<file path="src/rtl/vga_clkgen_pkg.sv">
`timescale 1ns/1ps
// Shared types and constants for the VGA pixel clock DCM_CLKGEN programming sequencer.
package vga_clkgen_pkg;

  typedef enum logic [2:0] {
    ST_IDLE,
    ST_LOAD_D,
    ST_GAP1,
    ST_LOAD_M,
    ST_GAP2,
    ST_GO,
    ST_WAIT_DONE,
    ST_WAIT_LOCK
  } state_t;

  // Two-bit command codes occupy the first two bits shifted out of each load word.
  localparam logic [1:0] CMD_LOAD_D = 2'b01;
  localparam logic [1:0] CMD_LOAD_M = 2'b11;

  localparam int WORD_BITS = 10;
  localparam int GAP_TICKS = 2;

endpackage

</file>
<file path="src/rtl/vga_clkgen_sync2.sv">
`timescale 1ns/1ps
// clkgen_sync2: two-flop synchronizer for DCM status inputs arriving asynchronously to sys_clk.
module clkgen_sync2 (
  input  logic clk,
  input  logic rst_n,
  input  logic d,
  output logic q
);

  logic meta;

  // Two back-to-back flops; the first may go metastable, the second settles it.
  always_ff @(posedge clk or negedge rst_n) begin
    if (!rst_n) begin
      meta <= 1'b0;
      q    <= 1'b0;
    end else begin
      meta <= d;
      q    <= meta;
    end
  end

endmodule

</file>
<file path="src/rtl/vga_clkgen_ctl.sv">
`timescale 1ns/1ps
// vga_clkgen_ctl: reprograms the VGA pixel clock DCM_CLKGEN at run time.
// Shifts LoadD, LoadM and GO over PROGCLK/PROGDATA/PROGEN, then waits for PROGDONE and LOCKED.
module vga_clkgen_ctl
  import vga_clkgen_pkg::*;
#(
  parameter int PROG_HALF = 2,
  parameter int TIMEOUT   = 65536
) (
  input  logic       sys_clk,
  input  logic       sys_rst_n,
  input  logic       req_valid,
  output logic       req_ready,
  input  logic [7:0] req_m,
  input  logic [7:0] req_d,
  output logic       busy,
  output logic       done,
  output logic       error,
  output logic       vga_progclk,
  output logic       vga_progdata,
  output logic       vga_progen,
  input  logic       vga_progdone,
  input  logic       vga_locked,
  output logic       locked
);

  localparam int DIV_W = (PROG_HALF > 1) ? $clog2(PROG_HALF) : 1;
  localparam int TO_W  = $clog2(TIMEOUT + 1);

  state_t               state_q, state_d;
  logic [DIV_W-1:0]     div_cnt;
  logic                 progclk_q, div_wrap, fall_tick;
  logic [3:0]           tick_cnt;
  logic [TO_W-1:0]      wait_cnt;
  logic                 wait_expired;
  logic [7:0]           m_q, d_q;
  logic [WORD_BITS-1:0] word_d, word_m;
  logic                 progdone_s, locked_s, low_seen_q;
  logic                 hs, hs_legal, done_ok;
  logic                 ready_q, busy_q, done_q, error_q, progen_q, progdata_q;
  logic                 ready_d, busy_d, done_d, error_d, progen_d, progdata_d;

  clkgen_sync2 u_sync_progdone (.clk(sys_clk), .rst_n(sys_rst_n), .d(vga_progdone), .q(progdone_s));
  clkgen_sync2 u_sync_locked   (.clk(sys_clk), .rst_n(sys_rst_n), .d(vga_locked),   .q(locked_s));

  assign hs           = req_valid & ready_q;
  assign hs_legal     = hs & (req_m != 8'd0);
  assign div_wrap     = (div_cnt == DIV_W'(PROG_HALF - 1));
  // Commands change as PROGCLK falls so the DCM samples them mid-period on its rising edge.
  assign fall_tick    = div_wrap & progclk_q;
  assign wait_expired = (wait_cnt == TO_W'(TIMEOUT - 1));
  // PROGDONE must be seen low during this command before its high counts as completion.
  assign done_ok      = low_seen_q & progdone_s;
  assign word_d       = {d_q, CMD_LOAD_D};
  assign word_m       = {m_q, CMD_LOAD_M};

  // Free-running PROGCLK divider, independent of the sequencer state.
  always_ff @(posedge sys_clk or negedge sys_rst_n) begin
    if (!sys_rst_n) begin
      div_cnt   <= '0;
      progclk_q <= 1'b0;
    end else if (div_wrap) begin
      div_cnt   <= '0;
      progclk_q <= ~progclk_q;
    end else begin
      div_cnt   <= div_cnt + DIV_W'(1);
    end
  end

  // State register.
  always_ff @(posedge sys_clk or negedge sys_rst_n) begin
    if (!sys_rst_n) state_q <= ST_IDLE;
    else            state_q <= state_d;
  end

  // Next-state: shift and gap phases advance on fall ticks, wait phases on status or timeout.
  always_comb begin
    state_d = state_q;
    case (state_q)
      ST_IDLE:      if (hs_legal) state_d = ST_LOAD_D;
      ST_LOAD_D:    if (fall_tick && tick_cnt == 4'(WORD_BITS - 1)) state_d = ST_GAP1;
      ST_GAP1:      if (fall_tick && tick_cnt == 4'(GAP_TICKS - 1)) state_d = ST_LOAD_M;
      ST_LOAD_M:    if (fall_tick && tick_cnt == 4'(WORD_BITS - 1)) state_d = ST_GAP2;
      ST_GAP2:      if (fall_tick && tick_cnt == 4'(GAP_TICKS - 1)) state_d = ST_GO;
      ST_GO:        if (fall_tick) state_d = ST_WAIT_DONE;
      ST_WAIT_DONE: if (done_ok) state_d = ST_WAIT_LOCK;
                    else if (wait_expired) state_d = ST_IDLE;
      ST_WAIT_LOCK: if (locked_s || wait_expired) state_d = ST_IDLE;
      default:      state_d = ST_IDLE;
    endcase
  end

  // Output decode: next values of the registered handshake, status and PROG pins.
  always_comb begin
    ready_d    = (state_d == ST_IDLE);
    busy_d     = (state_d != ST_IDLE);
    done_d     = 1'b0;
    error_d    = 1'b0;
    progen_d   = progen_q;
    progdata_d = progdata_q;
    if (fall_tick) begin
      case (state_q)
        ST_LOAD_D: begin progen_d = 1'b1; progdata_d = word_d[tick_cnt]; end
        ST_LOAD_M: begin progen_d = 1'b1; progdata_d = word_m[tick_cnt]; end
        ST_GO:     begin progen_d = 1'b1; progdata_d = 1'b0; end
        default:   begin progen_d = 1'b0; progdata_d = 1'b0; end
      endcase
    end
    case (state_q)
      ST_IDLE: if (hs && !hs_legal) error_d = 1'b1;
      ST_WAIT_DONE: if (!done_ok && wait_expired) begin
        error_d    = 1'b1;
        progen_d   = 1'b0;
        progdata_d = 1'b0;
      end
      ST_WAIT_LOCK: if (locked_s) begin
        done_d = 1'b1;
      end else if (wait_expired) begin
        error_d    = 1'b1;
        progen_d   = 1'b0;
        progdata_d = 1'b0;
      end
      default: ;
    endcase
  end

  // Registered outputs, all cleared by reset so a mid-shift reset abandons the command.
  always_ff @(posedge sys_clk or negedge sys_rst_n) begin
    if (!sys_rst_n) begin
      ready_q    <= 1'b0;
      busy_q     <= 1'b0;
      done_q     <= 1'b0;
      error_q    <= 1'b0;
      progen_q   <= 1'b0;
      progdata_q <= 1'b0;
    end else begin
      ready_q    <= ready_d;
      busy_q     <= busy_d;
      done_q     <= done_d;
      error_q    <= error_d;
      progen_q   <= progen_d;
      progdata_q <= progdata_d;
    end
  end

  // Bit/gap counter restarts on every state change; wait counter reloads on entry to a wait state.
  always_ff @(posedge sys_clk or negedge sys_rst_n) begin
    if (!sys_rst_n) begin
      tick_cnt <= '0;
      wait_cnt <= '0;
    end else begin
      if (state_d != state_q) tick_cnt <= '0;
      else if (fall_tick)     tick_cnt <= tick_cnt + 4'd1;
      if (state_d != state_q) wait_cnt <= '0;
      else if (state_q == ST_WAIT_DONE || state_q == ST_WAIT_LOCK)
        wait_cnt <= wait_cnt + TO_W'(1);
    end
  end

  // Tracks a low PROGDONE anywhere since the command started.
  always_ff @(posedge sys_clk or negedge sys_rst_n) begin
    if (!sys_rst_n)              low_seen_q <= 1'b0;
    else if (state_q == ST_IDLE) low_seen_q <= 1'b0;
    else if (!progdone_s)        low_seen_q <= 1'b1;
  end

  // Requested multiply/divide pair, captured on an accepted legal request.
  always_ff @(posedge sys_clk) begin
    if (hs_legal) begin
      m_q <= req_m;
      d_q <= req_d;
    end
  end

  assign req_ready    = ready_q;
  assign busy         = busy_q;
  assign done         = done_q;
  assign error        = error_q;
  assign vga_progclk  = progclk_q;
  assign vga_progdata = progdata_q;
  assign vga_progen   = progen_q;
  assign locked       = locked_s;

endmodule

</file>
<file path="config.mk">
export PLATFORM = sky130hd
export DESIGN_NAME = vga_clkgen_ctl
export DESIGN_NICKNAME = d
export VERILOG_FILES = /design/src/rtl/vga_clkgen_pkg.sv /design/src/rtl/vga_clkgen_sync2.sv /design/src/rtl/vga_clkgen_ctl.sv
export SDC_FILE = /design/constraint.sdc
export NUM_CORES = 1
export LEC_CHECK = 0
export CAP_MARGIN = 30
export CORE_MARGIN = 1
export CORE_UTILIZATION = 30
export DETAILED_ROUTE_END_ITERATION = 8
export SKIP_LAST_GASP = 1
export SLEW_MARGIN = 20
export SYNTH_ARGS = -nofsm -noshare
export SYNTH_HDL_FRONTEND = slang
export SYNTH_HIERARCHICAL = 1
export SYNTH_SLANG_ARGS = --single-unit
</file>
<file path="constraint.sdc">
create_clock -name sys_clk -period 2.2 [get_ports sys_clk]
set_input_delay 0.55 -clock sys_clk [delete_from_list [all_inputs] [get_ports sys_clk]]
set_output_delay 0.55 -clock sys_clk [all_outputs]
set_load 0.02 [all_outputs]
</file>
; ---- Word-level counts from Yosys, hierarchy flattened
; Index checks and enable logic that the tools add are counted.
[totals]
regBits = 53
latchBits = 0
ram_bits = 0
rom_bits = 0
in_bits = 21
wordCells = 94
memories = 0
[classes]
add_sub_neg = 3
mul = 0
n_div = 0
magnitude_cmp = 1
n_eq_ne = 12
shifts = 0
muxes = 40
n_bitwise = 5
n_reduce_logical = 15
[ops]
columns = cell, count
row1 = 17-bit two-way mux, 2
row2 = 3-bit two-way mux, 9
row3 = 3-bit case mux with 8 select lines, 1
row4 = 1-bit two-way mux, 20
row5 = 17-bit by 1-bit adder with 17-bit output (second input constant), 1
row6 = 17-bit by 16-bit == test with 1-bit output (second input constant), 1
row7 = 3-bit == test (second input constant), 4
row8 = 1-bit binary-select mux with 4-bit select, 2
row9 = 4-bit two-way mux, 2
row10 = 8-bit nonzero test, 1
row11 = 3-bit by 2-bit == test with 1-bit output (second input constant), 2
row12 = 3-bit logical NOT, 2
row13 = 1-bit case mux with 2 select lines, 3
row14 = 4-bit by 5-bit < comparator with 1-bit output (second input constant), 1
row15 = 4-bit by 1-bit adder with 4-bit output (second input constant), 1
row16 = 1-bit AND, 4
row17 = 4-bit by 1-bit == test with 1-bit output (second input constant), 1
row18 = 4-bit == test (second input constant), 1
row19 = 1-bit logical AND, 4
row20 = 2-bit nonzero test, 2
row21 = 3-bit by 1-bit == test with 1-bit output (second input constant), 1
row22 = 3-bit != test, 1
row23 = 1-bit case mux with 3 select lines, 1
row24 = 3-bit nonzero test, 1
row25 = other kinds (6), 8

; ---- Depth between registers and ports, before layout
; Gate-level depths: netlist (run 1).
[logic_depth]
word_depth = 7
depth_mapped = 9

; ---- Modules after synthesis
; Netlist (run 1), hierarchy kept.
[by_module_without_submodules]
columns = mod, n_inst, cells_per_inst, area_per_inst_um2, seq_area_each_um2
row1 = vga_clkgen_ctl, 1, 220, 2359.8, 1306.3
row2 = clkgen_sync2, 2, 2, 50.0, 50.0

; ---- Least setup slack after synthesis (run 1)
; No wires, ideal clock.
[synth_timing]
kind = input -> register
startpoint = input req_m[6]
endpoint = register tick_cnt[3]
setup_time_ns = 0.119
arrival_ns = 2.240
path_slack_ns = -0.159
stages = 6
n_path_buf = 1
cell_sequence = nor4_1 > a21oi_1 > a221oi_1 > a21oi_2 > buf_6 > nor2_1
[synth_between]
elab_chain_cells = 6
word_cells_on_any_way = 7
cone_classes = 1 x eq/ne / 3 x mux / 1 x bitwise / 2 x reduce/logical
[synth_rtl]
columns = element, line
row1 = "start, declared", vga_clkgen_ctl.sv:14  ; input logic [7:0] req_m,
row2 = 8-bit nonzero test *, vga_clkgen_ctl.sv:47  ; assign hs_legal = hs & (req_m != 8'd0);
row3 = 1-bit AND *, vga_clkgen_ctl.sv:47
row4 = via hs_legal, vga_clkgen_ctl.sv:39  ; logic hs, hs_legal, done_ok;
row5 = 3-bit two-way mux *, vga_clkgen_ctl.sv:80  ; ST_IDLE: if (hs_legal) state_d = ST_LOAD_D;
row6 = 3-bit case mux with 8 select lines *, vga_clkgen_ctl.sv:79  ; case (state_q)
row7 = 3-bit != test *, vga_clkgen_ctl.sv:152  ; if (state_d != state_q) tick_cnt <= '0;
row8 = 4-bit two-way mux or 2-bit nonzero test (tied branches), n/a
row9 = "end signal, assigned", vga_clkgen_ctl.sv:153  ; else if (fall_tick) tick_cnt <= tick_cnt + 4'd1;
row10 = "end, declared", vga_clkgen_ctl.sv:33  ; logic [3:0] tick_cnt;
; The timed path passes the listed nets; every way through them passes the cells marked *.
; A chain may end at the register's enable or synchronous reset.

; ---- Final worst setup path (run 1)
[layout_timing]
startpoint = register wait_cnt[1]
endpoint = register wait_cnt[15]
[layout_between]
elab_chain_cells = 6
word_cells_on_any_way = 11
cone_classes = 1 x add/sub / 2 x eq/ne / 6 x mux / 2 x reduce/logical
[layout_rtl]
columns = element, line
row1 = "start, declared", vga_clkgen_ctl.sv:34  ; logic [TO_W-1:0] wait_cnt;
row2 = "start signal, assigned", vga_clkgen_ctl.sv:156  ; wait_cnt <= wait_cnt + TO_W'(1);
row3 = 17-bit by 16-bit == test with 1-bit output, vga_clkgen_ctl.sv:51  ; assign wait_expired = (wait_cnt == TO_W'(TIMEOUT - 1));
row4 = 3-bit two-way mux or 1-bit logical OR (tied branches), "vga_clkgen_ctl.sv:87, vga_clkgen_ctl.sv:88"
row5 = "3-bit two-way mux, on equally long branches", "vga_clkgen_ctl.sv:86, vga_clkgen_ctl.sv:88"
row6 = 3-bit case mux with 8 select lines, vga_clkgen_ctl.sv:79
row7 = 3-bit != test, vga_clkgen_ctl.sv:154  ; if (state_d != state_q) wait_cnt <= '0;
row8 = 17-bit two-way mux or 2-bit nonzero test (tied branches), n/a
; Several ways; a longest one is shown, not always the timed one. The select of a mux whose other input is x is not followed.

==> results of run 1 <==
==> final timing paths <==
check                                         from               to  slack (ps)  cells past startpoint
max in group asynchronous                sys_rst_n             done        1820                      2
worst max-delay path                   wait_cnt[1]     wait_cnt[15]         -20                     10
worst max register to register         wait_cnt[1]     wait_cnt[15]         -20                     10
min in group sys_clk            u_sync_locked/meta  u_sync_locked/q         350                      0
worst min register to register  u_sync_locked/meta  u_sync_locked/q         350                      0
worst min-delay path                     sys_rst_n      wait_cnt[7]         190                      2
==> logic make-up after synthesis <==
group	share of synthesized area (%)
AND/OR/NAND/NOR	19.63
flip-flops	57.17
AO/OA/AOI/OAI	8.241
XOR/XNOR	7.121
buffers and inverters	3.204
multiplexers	2.594
adder cells (fa/ha/maj)	2.035
==> flip-flops by register name, summed over array words and instances (netlist names), 3 cells and up <==
register / flops
d_q: 8
m_q: 8
state_q: 3
tick_cnt: 4
wait_cnt: 17
==> power breakdown <==
part / leakage, nW / internal [mW] / switching (mW)
Sequential: 0.627 / 1.02 / 0.00207
Combinational: 0.663 / 0.0372 / 0.0237
Clock: 0.0528 / 0.336 / 0.310
Total: 1.34 / 1.39 / 0.336
==> critical path, stage by stage (launching register included) <==
cell and delay (ps):
sky130_fd_sc_hd__dfrtp_1 420, sky130_fd_sc_hd__ha_2 210, sky130_fd_sc_hd__nand2_2 60, sky130_fd_sc_hd__nor3_2 40, sky130_fd_sc_hd__ha_2 170, sky130_fd_sc_hd__or4_4 500, sky130_fd_sc_hd__a211oi_4 290, sky130_fd_sc_hd__a21oi_4 80
sky130_fd_sc_hd__buf_12 150, sky130_fd_sc_hd__buf_12 130, sky130_fd_sc_hd__nor2_2 90
==> placed cells by master, fill, tap and decap left out, types with 3 or more instances in the layout <==
cell type	count
sky130_fd_sc_hd__dfrtp_1	37
sky130_fd_sc_hd__buf_4	32
sky130_fd_sc_hd__clkdlybuf4s50_1	27
sky130_fd_sc_hd__nand2_1	17
sky130_fd_sc_hd__edfxtp_1	16
sky130_fd_sc_hd__nor2_1	15
sky130_fd_sc_hd__nand3_1	14
sky130_fd_sc_hd__xor2_1	11
sky130_fd_sc_hd__xnor2_1	9
sky130_fd_sc_hd__nor2_2	9
sky130_fd_sc_hd__nor2_4	7
sky130_fd_sc_hd__inv_1	6
sky130_fd_sc_hd__o21ai_0	6
sky130_fd_sc_hd__a21oi_1	6
sky130_fd_sc_hd__nand4_1	5
sky130_fd_sc_hd__clkbuf_8	5
sky130_fd_sc_hd__nor4_1	4
sky130_fd_sc_hd__and3_1	4
sky130_fd_sc_hd__buf_12	4
sky130_fd_sc_hd__nor2b_1	3
sky130_fd_sc_hd__mux2i_1	3
sky130_fd_sc_hd__ha_2	3
==> layout make-up <==
cell class / count / share of cell area [%]
clock buffers: 6 / 2.118
clock inverters: 2 / 0.9861
inverters: 6 / 0.6574
multi-input cells: 155 / 32.54
flip-flops and latches: 53 / 41.05
well taps: 102 / 3.725
repair buffers: 66 / 18.92
==> metal layers <==
metal  global-route usage (%)  wire length, µm  vias up
li1                         -                -      925
met1                    17.31             2460      926
met2                    21.30             2540       43
met3                    2.709              153        6
met4                    4.297               69        0
met5                        0                0        -
==> metrics by stage <==
stage	instance area, µm²	hold slack (ps)
after floorplan	2464	254.4
after global placement	3060	333.8
after detailed placement	3060	336.5
after CTS	3272	197.3
after global routing	3426	200.3
final	3426	189.7
==> what timing repair did <==
item                       CTS  global route
setup buffers                4             2
gates resized for setup      8            29
hold buffers                 0             0
gates cloned                 1             1
setup endpoints to repair   18            21
pin swaps                    3            18
==> impl_metrics.csv, run 1 <==
group,metric,value,unit
outcome,result_of_the_run,"finished with violations",
outcome,violations_in_the_final_reports,"negative setup slack",
clocking,cts_tree,"built",
sta,timing.final.setup_violations,17,
die,rows,32,
drt,wirelength,5223,µm
clocking,tritoncts_num_sinks,53,
layout,filler_cell_count,769,
yosys,synth_cells,224,
clocking,worst_setup_hold_path_clk_slew,90,ps
worst_setup_path,cp_data_required_time,2440,ps
clocking,numCtsBuffers,5,
sta,period_minus_slack,2220,ps
global_routing,via_count_of_the_first_global_routing_pass,1874,
layout,post_route_cells_drive_above_1_share,26.74,%
clocking,clk_path_buf_depth,2,
die,io_pins,29,
yosys,syn-mean-instance-area,10.98,µm²
sta,finalSetupTns,-169.6,ps
drt,routedWlPerCell,13.39,µm
drt,route.detailed.vias_per_inst,4.872,
yosys,synthesis.area,2460,µm²
global_routing,antenna_found_initial,0,
placed_design,post-place-ws,-190.3,ps
die,dieHeight,92.55,µm
layout,area.sequential,1406,µm²
drt,detail-route-antenna-nets,0,
die,core_area,7848,µm²
yosys,ys_top_cells_by_area,"sky130_fd_sc_hd__dfrtp_1 38%, sky130_fd_sc_hd__edfxtp_1 20%, sky130_fd_sc_hd__nor2_1 4.7%",
drt,vias,1900,
yosys,synthMostInstantiatedCell,"sky130_fd_sc_hd__dfrtp_1",
sta,fin_crit_sh,100.9,%
yosys,synth_cell_count_leaders,"37 x sky130_fd_sc_hd__dfrtp_1, 31 x sky130_fd_sc_hd__nor2_1, 18 x sky130_fd_sc_hd__nand2_1",
drt,first_iter_violations,54,
sta,report.final.hold_viol_count,0,
yosys,synth_flop_cell,"sky130_fd_sc_hd__dfrtp_1",
yosys,flop_and_latch_count_out_of_synthesis,53,
die,start_util,31.35,%
sta,max_slew_margin,77.84,%
clocking,cts-root-buf,"sky130_fd_sc_hd__clkbuf_8",
layout,syn_to_layout_area_delta,39.27,%
worst_setup_path,endpoint_kind,"register",
power_and_ir_drop,vdd_drop_max,0.2267,mV
yosys,ys_async_sr_fraction,69.81,%
placed_design,place_congestion,0.7755,
layout,multiInputGateArea,1115,µm²
yosys,yosys_warnings,6,
yosys,syn-num-nets,249,
sta,max_slew.worst_pin.slew,329.9,ps
yosys,synth-seq-area-share,57.17,%
power_and_ir_drop,powerDensity,504.3,nW/µm²
yosys,synth.distinct_cells,43,
layout,layout.cells.non_filler,390,
drt,detail_route.drc_violations,0,
sta,max_freq,0.4504,GHz
worst_setup_path,worst_ep_arrival_time,2460,ps
placed_design,dpl.cell_count,374,
worst_setup_path,crit_fanout,5,
die,die-width,92.55,µm
sta,clock-skew-final,5.991,ps
worst_setup_path,critPathLaunchType,"register",
yosys,yosysTopAreaCell,"sky130_fd_sc_hd__dfrtp_1",
power_and_ir_drop,leakagePower,1.342,nW
die,area_of_the_die,8566,µm²
clocking,clock_insertion_delay_worst_skew,310,ps
layout,num-nets-final,312,
global_routing,overflow,0,
placed_design,place.detailed.hpwl,3560,µm
global_routing,track_usage,13.08,%
worst_setup_path,crit_type,"register to register",
run,max_cap_violations,0,
global_routing,wire_length_of_the_first_global_routing_pass,8735,µm
layout,n_antenna_cell,0,
power_and_ir_drop,report.power.total,1.728,mW
sta,final_max_slew_viol_count,0,
sta,rsz0062_at_grt,"true",
sta,post-route-worst-setup-slack,-20.41,ps
yosys,edff_count_synth,16,
global_routing,largest_net_degree_at_the_start_of_global_routing,38,
yosys,yosys.area.top_type_share,37.64,%
clocking,cts_htree_levels,2,
placed_design,io_buffer_count,28,
min_path,worst_hold_path_type,"input port to async pin",
drt,drt-pass1-iter-count,4,
layout,final_cell_utilization_of_the_core,43.65,%
Note: power is estimated with default switching activity, not from simulation.
==> inputs of run 2 (changes only) <==
==> constraint.sdc (replaced) <==
create_clock -name sys_clk -period 2.1 [get_ports sys_clk]
set_input_delay 0.525 -clock sys_clk [delete_from_list [all_inputs] [get_ports sys_clk]]
set_output_delay 0.525 -clock sys_clk [all_outputs]
set_load 0.02 [all_outputs]
==> impl_metrics.csv, run 2 (synthesis gave the netlist of run 1 again) <==
group,metric,value,unit
power_and_ir_drop,power_report.internal_total,1.455,mW
worst_setup_path,critPathLaunchType,"register",
clocking,clock_insertion_delay_worst_skew,310,ps
power_and_ir_drop,power.share.combinational,3.4,%
drt,first_iter_violations,89,
worst_setup_path,critical_path.cell_chain,"inv_1, ha_1, nand4b_1, or4_1, a32o_1, a21oi_2, buf_12, nor2_1",
drt,vias,1864,
placed_design,place.detailed.hpwl,3742,µm
die,dieHeight,92.55,µm
global_routing,via_count_of_the_first_global_routing_pass,1922,
layout,largest_register_ff_count,17,
sta,clock-skew-final,7.074,ps
placed_design,io_buffer_count,28,
min_path,worst_hold_path_type,"input port to async pin",
clocking,post_cts.repair.setup_buffers,0,
worst_setup_path,crit_fanout,17,
placed_design,dpl.cell_count,383,
power_and_ir_drop,report.power.total,1.803,mW
global_routing,track_usage,13.48,%
global_routing,antenna_found_initial,0,
power_and_ir_drop,power.switching,0.3484,mW
die,io_pins,29,
layout,post_route_cells_drive_above_1_share,21.45,%
worst_setup_path,cp_data_required_time,2300,ps
sta,report.final.hold_viol_count,0,
clocking,worst_setup_hold_path_clk_slew,90,ps
worst_setup_path,critical_path.max_stage_delay,420,ps
layout,syn_to_layout_area_delta,32.55,%
sta,max_slew_margin,68.21,%
layout,most-common-layout-cells,"38 x sky130_fd_sc_hd__buf_4, 37 x sky130_fd_sc_hd__dfrtp_1, 29 x sky130_fd_sc_hd__nor2_1",
run,max_cap_violations,0,
die,area_of_the_die,8566,µm²
clocking,cts_htree_levels,2,
power_and_ir_drop,powerDensity,553.1,nW/µm²
worst_setup_path,setup.reg_to_reg.worst_slack,-7,ps
clocking,tritoncts_num_sinks,53,
die,rows,32,
sta,max_freq,0.4746,GHz
outcome,violations_in_the_final_reports,"negative setup slack",
worst_setup_path,endpoint_kind,"register",
outcome,result_of_the_run,"finished with violations",
drt,routedWlPerCell,13.07,µm
clocking,cts-root-buf,"sky130_fd_sc_hd__clkbuf_8",
layout,n_antenna_cell,0,
layout,leading_cell_type_in_the_layout_fill_and_taps_excluded,"sky130_fd_sc_hd__buf_4",
sta,timing.final.setup_violations,11,
global_routing,largest_net_degree_at_the_start_of_global_routing,38,
clocking,clk_path_buf_depth,2,
sta,finalSetupTns,-33.38,ps
layout,top_regs,"wait_cnt (17), d_q (8), m_q (8)",
drt,route.detailed.vias_per_inst,4.767,
sta,fin_crit_sh,100.3,%
sta,final_max_slew_viol_count,0,
worst_setup_path,critical_path.reg2reg.startpoint,"tick_cnt[1]",
layout,largest-register,"wait_cnt",
worst_setup_path,worst_ep_arrival_time,2300,ps
global_routing,wire_length_of_the_first_global_routing_pass,9032,µm
layout,num-nets-final,313,
layout,layout.cells.non_filler,391,
drt,detail-route-antenna-nets,0,
worst_setup_path,critical-path-slowest-cell,"sky130_fd_sc_hd__or4_1",
clocking,cts_tree,"built",
power_and_ir_drop,leakagePower,1.344,nW
worst_setup_path,worst_setup_path_startpoint,"tick_cnt[1]",
layout,final_cell_utilization_of_the_core,41.55,%
global_routing,overflow,0,
sta,max_slew.worst_pin.slew,476.9,ps
sta,post-route-worst-setup-slack,-6.976,ps
worst_setup_path,crit_type,"register to register",
drt,detail_route.drc_violations,0,
die,die-width,92.55,µm
drt,wirelength,5109,µm
placed_design,place_congestion,0.7733,
die,core_area,7848,µm²
sta,rsz0062_at_grt,"true",
power_and_ir_drop,power.clock.fraction,37.4,%
power_and_ir_drop,sequentialPowerShare,59.3,%
power_and_ir_drop,vdd_drop_max,0.3690,mV
clocking,numCtsBuffers,5,
drt,drt-pass1-iter-count,4,
power_and_ir_drop,power.switching_fraction,19.32,%
sta,period_minus_slack,2107,ps
die,start_util,31.35,%
## run 2: power groups by stage
| stage | Combinational [mW] | Clock [mW] | Sequential (mW) |
|---|---|---|---|
| 3_5_place_dp | 0.0623 | 0 | 1.09 |
| 6_report | 0.0613 | 0.674 | 1.07 |
| 4_1_cts | 0.0622 | 0.694 | 1.07 |
| 5_1_grt | 0.0683 | 0.730 | 1.07 |
| 3_3_place_gp | 0.0611 | 0 | 1.09 |
| 2_1_floorplan | 0.00214 | 0 | 1.09 |
## run 2: stage by stage
step	setup slack, ps	cell area [µm²]	hold slack (ps)
after floorplan	15.36	2464	229.4
after global placement	-231.3	3115	332.9
after detailed placement	-221.7	3115	336.4
after CTS	-27.98	3244	270.1
after global routing	-108.2	3261	292.3
final	-6.976	3261	251.4
## run 2: per-layer routing
metal / wire (µm) / vias up / global-route usage, % / part of all wire, %
li1: - / 924 / - / -
met1: 2438 / 894 / 17.38 / 48
met2: 2407 / 35 / 22.41 / 47
met3: 164 / 11 / 2.791 / 3.2
met4: 99 / 0 / 4.688 / 1.9
met5: 0 / - / 0 / 0
## run 2: final timing paths
path	endpoint	depth (start not counted)
min reg2reg	u_sync_locked/q	0
min	wait_cnt[6]	2
max reg2reg	wait_cnt[13]	8
min in group sys_clk	u_sync_locked/q	0
max	wait_cnt[13]	8
max in group asynchronous	state_q[2]	2
## run 2: worst max-delay path, delay by kind of cell, from the launching register on
kind / cells / cell delay [ps]
compound gates: 2 / 550
fa+ha+maj: 1 / 190
buf+inv: 2 / 260
flops: 1 / 380
simple gates: 3 / 600
## run 2: repair_timing
action,4_1_cts,5_1_grt
hold buffers,0,0
setup endpoints to repair,21,23
resized for setup,6,4
pin swaps,1,2
## run 2: final cells by class
class,count,area [µm²]
multi-input cells,155,1017
fillers,805,4587
clock inverters,2,33.78
clock buffers,6,72.57
well taps,102,127.6
inverters,6,22.52
flip-flops and latches,53,1406
repair buffers,67,580.6
==> inputs of run 3 (changes only) <==
--- a/config.mk
+++ b/config.mk
@@ -6,7 +6,7 @@
 export NUM_CORES = 1
 export LEC_CHECK = 0
 export CAP_MARGIN = 30
-export CORE_MARGIN = 1
+export CORE_MARGIN = 10
 export CORE_UTILIZATION = 30
 export DETAILED_ROUTE_END_ITERATION = 8
 export SKIP_LAST_GASP = 1
==> impl_metrics.csv, run 3 (synthesis gave the netlist of run 1 again) <==
group,metric,value,unit
worst_setup_path,setup.reg_to_reg.worst_slack,-20,ps
outcome,result_of_the_run,"finished with violations",
sta,final_max_slew_viol_count,0,
global_routing,wire_length_of_the_first_global_routing_pass,9273,µm
worst_setup_path,endpoint_kind,"register",
die,core_area,7848,µm²
sta,max_slew_margin,69.48,%
worst_setup_path,crit_type,"register to register",
clocking,cts-root-buf,"sky130_fd_sc_hd__clkbuf_8",
placed_design,place_area,3085,µm²
layout,num-nets-final,313,
worst_setup_path,critical_path.cell_chain,"and4_4, nand3_4, nor3_4, ha_2, buf_6, a211o_1, a221oi_4, a21oi_4, buf_6, a21oi_2",
sta,fin_crit_sh,101.1,%
die,start_util,31.35,%
sta,max_freq,0.4709,GHz
worst_setup_path,critical-path-slowest-cell,"sky130_fd_sc_hd__dfrtp_1",
worst_setup_path,cp_data_required_time,2330,ps
layout,most-common-layout-cells,"37 x sky130_fd_sc_hd__dfrtp_1, 34 x sky130_fd_sc_hd__buf_4, 27 x sky130_fd_sc_hd__clkdlybuf4s50_1",
clocking,worst_setup_hold_path_clk_slew,100,ps
worst_setup_path,critical_path.max_stage_delay,400,ps
drt,routedWlPerCell,13.99,µm
drt,wirelength,5470,µm
placed_design,place.detailed.hpwl,3940,µm
sta,period_minus_slack,2124,ps
drt,detail_route.drc_violations,0,
layout,filler_cell_count,779,
clocking,clock_insertion_delay_worst_skew,300,ps
placed_design,place_congestion,0.8280,
drt,first_iter_violations,189,
die,rows,32,
global_routing,overflow,0,
layout,syn_to_layout_area_delta,36.01,%
worst_setup_path,critPathLaunchType,"register",
layout,largest_register_ff_count,17,
drt,drt-pass1-iter-count,4,
power_and_ir_drop,vdd_drop_max,0.2971,mV
die,dieHeight,110.6,µm
clocking,clk_path_buf_depth,2,
layout,area.sequential,1406,µm²
sta,clock-skew-final,15.13,ps
die,io_pins,29,
layout,largest-register,"wait_cnt",
worst_setup_path,crit_fanout,8,
layout,n_antenna_cell,0,
power_and_ir_drop,powerDensity,541.1,nW/µm²
global_routing,antenna_found_initial,0,
layout,multiInputGateArea,1090,µm²
run,max_cap_violations,0,
global_routing,track_usage,8.803,%
die,area_of_the_die,12220,µm²
worst_setup_path,critical_path.n_buffers_inverters,2,
sta,timing.final.setup_violations,12,
power_and_ir_drop,leakagePower,1.365,nW
sta,report.final.hold_viol_count,0,
layout,post_route_cells_drive_above_1_share,24.22,%
sta,max_slew.worst_pin.slew,457.8,ps
sta,post-route-worst-setup-slack,-23.80,ps
outcome,violations_in_the_final_reports,"negative setup slack",
power_and_ir_drop,report.power.total,1.810,mW
clocking,tritoncts_num_sinks,53,
drt,vias,1898,
drt,route.detailed.vias_per_inst,4.854,
global_routing,largest_net_degree_at_the_start_of_global_routing,20,
layout,top_regs,"wait_cnt (17), d_q (8), m_q (8)",
clocking,cts_tree,"built",
layout,final_area,3346,µm²
global_routing,via_count_of_the_first_global_routing_pass,1972,
drt,detail-route-antenna-nets,0,
clocking,cts_htree_levels,2,
worst_setup_path,worst_ep_arrival_time,2350,ps
placed_design,io_buffer_count,28,
worst_setup_path,critPathMostFrequentCell,"sky130_fd_sc_hd__buf_6",
layout,leading_cell_type_in_the_layout_fill_and_taps_excluded,"sky130_fd_sc_hd__dfrtp_1",
worst_setup_path,cp_top_family,"compound AO/OA/AOI/OAI gates",
min_path,worst_hold_path_type,"input port to async pin",
sta,rsz0062_at_grt,"true",
clocking,numCtsBuffers,5,
die,die-width,110.6,µm
run 3: changes by cell type in the layout (fill, tap and decap cells not counted), sizes merged:
cell,previous run,this run
clkbuf,6,5
clkinvlp,0,1
run 3: routing by layer:
| layer | wire length (µm) | track usage, % | vias to the layer above |
|---|---|---|---|
| met2 | 2715 | 14.75 | 32 |
| met3 | 223 | 1.999 | 4 |
| met4 | 79 | 3.368 | 0 |
| met1 | 2451 | 10.67 | 940 |
| met5 | 0 | 0 | - |
| li1 | - | - | 922 |
run 3: power by group:
part / leakage [nW] / switching [mW] / internal [mW]
clock network: 0.0518 / 0.327 / 0.351
logic: 0.687 / 0.0247 / 0.0387
registers: 0.627 / 0.00239 / 1.07
run 3: area by class of cell:
cell class,count,share of cell area (%)
flip-flops and latches,53,42.03
multi-input cells,155,32.57
repair buffers,67,17.61
well taps,102,3.814
clock buffers,5,2.057
clock inverters,3,1.234
inverters,6,0.6731
run 3: worst register-to-register path, cell delays in order, from the launching register on:
cell,delay (ps)
sky130_fd_sc_hd__dfrtp_1,400
sky130_fd_sc_hd__and4_4,220
sky130_fd_sc_hd__nand3_4,80
sky130_fd_sc_hd__nor3_4,50
sky130_fd_sc_hd__ha_2,180
sky130_fd_sc_hd__buf_6,110
sky130_fd_sc_hd__a211o_1,310
sky130_fd_sc_hd__a221oi_4,300
sky130_fd_sc_hd__a21oi_4,120
sky130_fd_sc_hd__buf_6,170
sky130_fd_sc_hd__a21oi_2,110
run 3: worst paths after layout:
kind                            depth (start not counted)               start               to
worst max-delay path                                   10         wait_cnt[2]      wait_cnt[1]
worst min-delay path                                    1           sys_rst_n      wait_cnt[7]
worst max register to register                         10         wait_cnt[2]      wait_cnt[1]
worst min register to register                          0  u_sync_locked/meta  u_sync_locked/q
max in group asynchronous                               2           sys_rst_n       state_q[1]
min in group sys_clk                                    0  u_sync_locked/meta  u_sync_locked/q
run 3: per-stage QoR:
step	hold slack [ps]	instances	utilization (%)	worst slack, ps	setup TNS [ps]
after global placement	332.8	379	39.32	-235.1	-4994
after floorplan	229.4	224	-	15.36	0
final	152.3	391	42.63	-23.80	-141.3
after global routing	185.0	391	42.63	-123.6	-2111
after detailed placement	344.9	379	39.32	-192.2	-3927
after CTS	177.9	388	41.45	10.53	0
run 3: timing repair:
item,CTS,global route
resized for setup,11,18
cloned,0,1
pin swaps,5,7
setup buffers,1,2
setup endpoints to repair,21,22
hold buffers,0,0
